[config.mk]
export PLATFORM = sky130hd
export DESIGN_NAME = master_bus_requester
export DESIGN_NICKNAME = d
export VERILOG_FILES = /design/src/rtl/master_bus_requester.sv
export SDC_FILE = /design/constraint.sdc
export NUM_CORES = 1
export LEC_CHECK = 0
export ABC_AREA = 1
export BUFFER_PORTS_ARGS = -buffer_cell sky130_fd_sc_hd__buf_2
export CAP_MARGIN = 10
export CORE_AREA = 2 2 39 41
export DETAILED_ROUTE_END_ITERATION = 6
export DIE_AREA = 0 0 41 43
export GPL_TIMING_DRIVEN = 1
export PLACE_DENSITY = 0.7
export RECOVER_POWER = 25
export REMOVE_ABC_BUFFERS = 1
export SLEW_MARGIN = 20
export SYNTH_ARGS = -nofsm -noshare
export SYNTH_HDL_FRONTEND = slang
export SYNTH_SLANG_ARGS = --single-unit
export TNS_END_PERCENT = 50
[constraint.sdc]
create_clock -name clk -period 1.44 [get_ports clk]
set_input_delay 0.216 -clock clk [delete_from_list [all_inputs] [get_ports clk]]
set_output_delay 0.216 -clock clk [all_outputs]
set_load 0.01 [all_outputs]
[src/rtl/master_bus_requester.sv]
// Master-side bus requester: raises request, serially sends the slave ID LSB first after grant, then holds the bus.
// Optional grant-wait timeout is enabled by defining REQ_TIMEOUT_EN.
module master_bus_requester #(
  parameter int SLAVE_BITS = 2,
  parameter int TIMEOUT    = 200,
  parameter int TO_W       = 8
) (
  input  logic                  clk,
  input  logic                  rst,
  input  logic                  start,
  input  logic [SLAVE_BITS-1:0] slave_id,
  input  logic                  txn_done,
  input  logic                  grant,
  output logic                  request,
  output logic                  slave_sel,
  output logic                  bus_owned,
  output logic                  ready,
  output logic                  preempted,
  output logic                  timeout
);

  localparam int IDX_W = (SLAVE_BITS > 1) ? $clog2(SLAVE_BITS) : 1;
  localparam logic [IDX_W-1:0] LAST_IDX = IDX_W'(SLAVE_BITS - 1);

  localparam logic [1:0] IDLE = 2'd0;
  localparam logic [1:0] REQ  = 2'd1;
  localparam logic [1:0] SEL  = 2'd2;
  localparam logic [1:0] OWN  = 2'd3;

  logic [1:0]            state;
  logic [SLAVE_BITS-1:0] id;
  logic [IDX_W-1:0]      idx;
  logic [IDX_W-1:0]      next_idx;

  assign next_idx = idx + 1'b1;

`ifdef REQ_TIMEOUT_EN
  logic [TO_W-1:0] wait_cnt;
  logic            timeout_q;
  assign timeout = timeout_q;
`else
  assign timeout = 1'b0;
`endif

  always_ff @(posedge clk) begin
    if (!rst) begin
      state     <= IDLE;
      id        <= '0;
      idx       <= '0;
      request   <= 1'b0;
      slave_sel <= 1'b0;
      bus_owned <= 1'b0;
      ready     <= 1'b1;
      preempted <= 1'b0;
`ifdef REQ_TIMEOUT_EN
      wait_cnt  <= '0;
      timeout_q <= 1'b0;
`endif
    end else begin
      preempted <= 1'b0;
`ifdef REQ_TIMEOUT_EN
      timeout_q <= 1'b0;
`endif
      case (state)
        IDLE: begin
          if (start) begin
            id        <= slave_id;
            idx       <= '0;
            state     <= REQ;
            request   <= 1'b1;
            ready     <= 1'b0;
            slave_sel <= slave_id[0];
`ifdef REQ_TIMEOUT_EN
            wait_cnt  <= '0;
`endif
          end
        end

        // REQ and SEL advance identically on grant; the first grant cycle carries bit 0.
        REQ, SEL: begin
          if (grant) begin
            if (idx == LAST_IDX) begin
              state     <= OWN;
              bus_owned <= 1'b1;
              slave_sel <= 1'b0;
            end else begin
              state     <= SEL;
              idx       <= next_idx;
              slave_sel <= id[next_idx];
            end
          end else if (state == SEL) begin
            preempted <= 1'b1;
            idx       <= '0;
            slave_sel <= id[0];
            state     <= REQ;
`ifdef REQ_TIMEOUT_EN
            wait_cnt  <= '0;
`endif
          end else begin
`ifdef REQ_TIMEOUT_EN
            if (wait_cnt == TO_W'(TIMEOUT - 1)) begin
              timeout_q <= 1'b1;
              request   <= 1'b0;
              ready     <= 1'b1;
              slave_sel <= 1'b0;
              state     <= IDLE;
            end else begin
              wait_cnt <= wait_cnt + 1'b1;
            end
`endif
          end
        end

        // Completion wins over a simultaneous grant loss.
        OWN: begin
          if (txn_done) begin
            state     <= IDLE;
            request   <= 1'b0;
            bus_owned <= 1'b0;
            ready     <= 1'b1;
          end else if (!grant) begin
            preempted <= 1'b1;
            bus_owned <= 1'b0;
            idx       <= '0;
            slave_sel <= id[0];
            state     <= REQ;
`ifdef REQ_TIMEOUT_EN
            wait_cnt  <= '0;
`endif
          end
        end

        default: state <= IDLE;
      endcase
    end
  end

endmodule

Word-level counts from Yosys, hierarchy flattened. Index checks and enable logic that the tools add are counted. Widths: inputs -> output; s select.

Register bits after elaboration: 10.

Muxes and demuxes: 37. Reduce and logical (&&, ||, !) cells: 9. $lt $le $gt $ge: 1. Eq/ne operators: 11. $add $sub $neg: 1.

Operators by type and width (count): $mux 1 (25); $ne 2x2->1 const B (6); $mux 2 (5); $pmux 1 s2 (4); $reduce_and 4->1 (2); $ne 3x3->1 const B (2); $pmux 1 s3 (2); $pmux 2 s3 (1); $reduce_and 3->1 (2); $eq 2x2->1 const B (2); $reduce_bool 2->1 (2); $eq 2x1->1 const B (1); $logic_not 2->1 (1); $lt 1x2->1 const B (1); $reduce_and 2->1 (1); $reduce_or 2->1 (1); $add 1x1->1 const B (1).

Longest topological paths before layout.
Word-level depth: 6. Mapped depth: 10.

Worst setup path before layout. Ideal clock, no wire load.

Path type: reg-to-reg. From: reg state[1]. To: reg slave_sel. Path slack: 182 ps. Data required time: 1331 ps. Stages on the path, launching flop included: 11. Period minus slack after synthesis: 1258 ps. Data arrival time: 1149 ps. Cells stage by stage: dfxtp_1 -> inv_1 -> ha_1 -> nand2_1 -> inv_1 -> nand3_1 -> nand2_1 -> nand2_1 -> nand2_1 -> nand2_1 -> inv_1.

Longest elaborated chain between the ends: 4. Elaborated cells on any way between the ends: 11.

Ends and longest elaborated chain: start, declared (RTL line 30) `logic [1:0] state;`; start signal, assigned (RTL line 47) `state <= IDLE;`; start signal, assigned (RTL line 69) `state <= REQ;`; start signal, assigned (RTL line 83) `state <= OWN;`; $eq 2x2->1 or $eq 2x1->1 (tied branches) (RTL line 64, 91); $reduce_or 2->1 (RTL line 64) `case (state)`; $ne 3x3->1 (no source line); $reduce_and 4->1 (no source line); end signal, assigned (RTL line 72) `slave_sel <= slave_id[0];`; end signal, assigned (RTL line 89) `slave_sel <= id[next_idx];`; end signal, assigned (RTL line 94) `slave_sel <= id[0];`; end, declared (RTL line 15) `output logic slave_sel,`.

Parallel ways exist; a longest one is shown, timed or not. A chain may end at the register's enable or synchronous reset.

Worst setup path after layout.
From: reg state[0]. To: reg bus_owned.

Longest elaborated chain between the ends: 4. Elaborated cells on any way between the ends: 10.

Ends and longest elaborated chain: $eq 2x2->1 or $eq 2x1->1 (tied branches) (RTL line 64); $reduce_or 2->1 (RTL line 64); $ne 2x2->1 (no source line) or $reduce_bool 2->1 (tied branches); $reduce_and 4->1 (no source line); end signal, assigned (RTL line 52) `bus_owned <= 1'b0;`; end signal, assigned (RTL line 84) `bus_owned <= 1'b1;`; end signal, assigned (RTL line 119) `bus_owned <= 1'b0;`; end, declared (RTL line 16) `output logic bus_owned,`.

Parallel ways exist; a longest one is shown, timed or not.

==> flow_summary.ini <==
[timing]
layout_min_cycle_time_ns = 1.27
setup_viol = 0
achievable-frequency_ghz = 0.785
timing_max_transition_violations_final = 0
worst_clock_skew_ns = 0.00607
finalCritPeriodShare_pct = 88.4
timing_hold_violations_final = 0

[cts]
cts_repair_resized_insts = 0
cts_max_path_buffers = 2
cts_setup_buffers = 0
clock_tree_from_tritoncts = built
clock_tree.root_cell = sky130_fd_sc_hd__clkbuf_4
numCtsBuffers = 3
post_cts_hold_buffer_count = 0
clk_pin_slew_ns = 0.07
tritoncts_sink_count = 10
cts_htree_levels = 1
worstSkewPairLatency_ns = 0.27

[worst_setup_path]
crit_end = bus_owned$_SDFFE_PN0P_
critical_path.startpoint_type = flip-flop
worst_ep_arrival_time_ns = 1.42
r2r_start = state[0]$_SDFFE_PN0P_
worstSetupStartpoint = state[0]$_SDFFE_PN0P_
r2r_end = bus_owned$_SDFFE_PN0P_
crit_type = reg2reg
rrSetupSlack_ns = 0.17
path_max_fanout = 5
crit_path_end_kind = flip-flop
worst-endpoint-required_ns = 1.59
r2r_cells = 7

[floorplanning]
ios = 13
floorplan.initialDensity_pct = 40.1
die_x_um = 41
die_h_um = 43
total_core_area_sq_um = 1380
design.die.area_sq_um = 1760
core.rowCount = 14

[global_route]
grt_util_all_layers_pct = 16.0
grt_overflow_total = 0
wire_length_of_the_first_global_routing_pass_mm = 1.90
grt_start_max_net_pins = 7
antenna_violations_before_repair = 0
number_of_global_route_vias_before_repair = 445

[drt]
vias_per_cell = 4.67
routed-via-count = 537
drt-total-wl_mm = 1.11
final_antenna_net_count = 0
drtPass1Iterations = 4
drt_iter0_markers = 11
wl_per_cell_um = 9.63
drcViolationCount = 0

[layout]
finish.net_count = 111
stdcell_count = 115
fin_util_pct = 48.4
post-route-cell-area_sq_um = 669
fill_cells = 146
area_of_the_multi_input_gates_sq_um = 304
insertedDiodeCount = 0
synth_to_final_area_change_pct = 20.5
drive_gt1_share_pct = 16.2
sequential_cell_area_sq_um = 201

[power_and_ir_drop]
power.ir.vdd_worst_v = 0.000684
power_uw = 1340
power_density_nw_per_um2 = 2010
power_leakage_uw = 0.000358

[synth]
post_synth_inst_count = 85
flop_and_latch_count_out_of_synthesis = 10
synth_sequential_area_ratio_pct = 36.0
yosysWarningCount = 0
synth.avg_cell_area_sq_um = 6.54
syn_area_sq_um = 556
yosysUniqueCellTypes = 15

[placed_design]
dpl-instance-area_sq_um = 623
buffer_ports.inserted = 11
gp_congestion = 0.769
place_hpwl_um = 824
place_inst = 111

[run_status]
status = completed

[run]
max_cap_viol_count = 0

[min_path]
hold_path_startpoint = grant
worstHoldPathType = in2reg
worst max-delay path, cell delays in order, from the launching register on:
cell	delay, ns
sky130_fd_sc_hd__dfxtp_1	0.33
sky130_fd_sc_hd__inv_1	0.10
sky130_fd_sc_hd__ha_4	0.30
sky130_fd_sc_hd__nand2_1	0.08
sky130_fd_sc_hd__nor2_1	0.13
sky130_fd_sc_hd__o21ai_0	0.10
sky130_fd_sc_hd__nand2_1	0.06
sky130_fd_sc_hd__a21oi_1	0.05
synthesized netlist by cell type:
master	count	area (sq um)
sky130_fd_sc_hd__nand3_1	4	20.0
sky130_fd_sc_hd__inv_1	14	52.6
sky130_fd_sc_hd__nor4_1	1	6.26
sky130_fd_sc_hd__conb_1	1	3.75
sky130_fd_sc_hd__inv_2	1	3.75
sky130_fd_sc_hd__o211ai_1	2	15.0
sky130_fd_sc_hd__o21ai_1	1	5.00
sky130_fd_sc_hd__nand3_2	1	10.0
sky130_fd_sc_hd__buf_4	1	7.51
sky130_fd_sc_hd__nor2_1	10	37.5
sky130_fd_sc_hd__dfxtp_1	10	200
sky130_fd_sc_hd__ha_1	4	50.1
sky130_fd_sc_hd__o21ai_0	5	25.0
sky130_fd_sc_hd__a21oi_1	5	25.0
sky130_fd_sc_hd__nand2_1	25	93.8
power by group:
part           total [uW]  switching (uW)  internal [uW]
Sequential            414            45.1            368
Clock                 258             104            154
Combinational         673             406            267
metal layers:
layer | global-route usage, % | share of wire [%] | vias to the layer above
met5 | 0 | 0 | -
met1 | 23.8 | 50 | 233
met2 | 20.3 | 44 | 10
li1 | - | - | 290
met4 | 10.0 | 3.0 | 0
met3 | 3.14 | 3.2 | 4
cell usage in the layout (no fill, tap or decap), types with 2 or more instances in the layout:
cell and count:
sky130_fd_sc_hd__nand2_1 25, sky130_fd_sc_hd__inv_1 14, sky130_fd_sc_hd__nor2_1 10, sky130_fd_sc_hd__dfxtp_1 9
sky130_fd_sc_hd__buf_2 8, sky130_fd_sc_hd__a21oi_1 5, sky130_fd_sc_hd__o21ai_0 5, sky130_fd_sc_hd__nand3_1 4
sky130_fd_sc_hd__ha_1 3, sky130_fd_sc_hd__clkbuf_4 3, sky130_fd_sc_hd__clkbuf_1 3, sky130_fd_sc_hd__o211ai_1 2
flip-flops by register name, summed over array words and instances (netlist names):
name       flops
bus_owned      1
id             2
idx            1
preempted      1
ready          1
request        1
slave_sel      1
state          2
final cells by class:
cell class              instances  area share, %
inverters                      15           8.41
well taps                      16           2.99
multi-input cells              59           45.4
repair buffers                 11           7.66
flip-flops and latches         10           30.1
clock buffers                   4           5.42
kinds of logic (layout without fill, tap and decap cells):
family,after synthesis,in the layout,share of synthesized area (%)
simple gates,41,41,30.2
buf+inv,16,30,11.5
compound gates,13,13,12.6
flops,10,10,36.0
fa+ha+maj,4,4,9.01
other cells,1,1,0.675
stage by stage:
stage | setup TNS (ns) | setup slack (ns) | hold WS, ns
6_report | 0 | 0.167 | 0.200
5_1_grt | -0.00503 | -0.00503 | 0.205
4_1_cts | 0 | 0.0821 | 0.184
3_5_place_dp | 0 | 0.0911 | 0.451
3_3_place_gp | 0 | 0.101 | 0.452
2_1_floorplan | 0 | 0.182 | 0.295
how the worst min path moves through the flow:
stage,end,depth (start not counted)
global placement,bus_owned$_SDFFE_PN0P_,2
CTS,preempted$_SDFF_PN0_,2
floorplan,preempted$_SDFF_PN0_,1
detailed placement,bus_owned$_SDFFE_PN0P_,2
global route,id[0]$_SDFFE_PN0P_,3
finish,preempted$_SDFF_PN0_,2
Power figures use the tool's default switching activity.
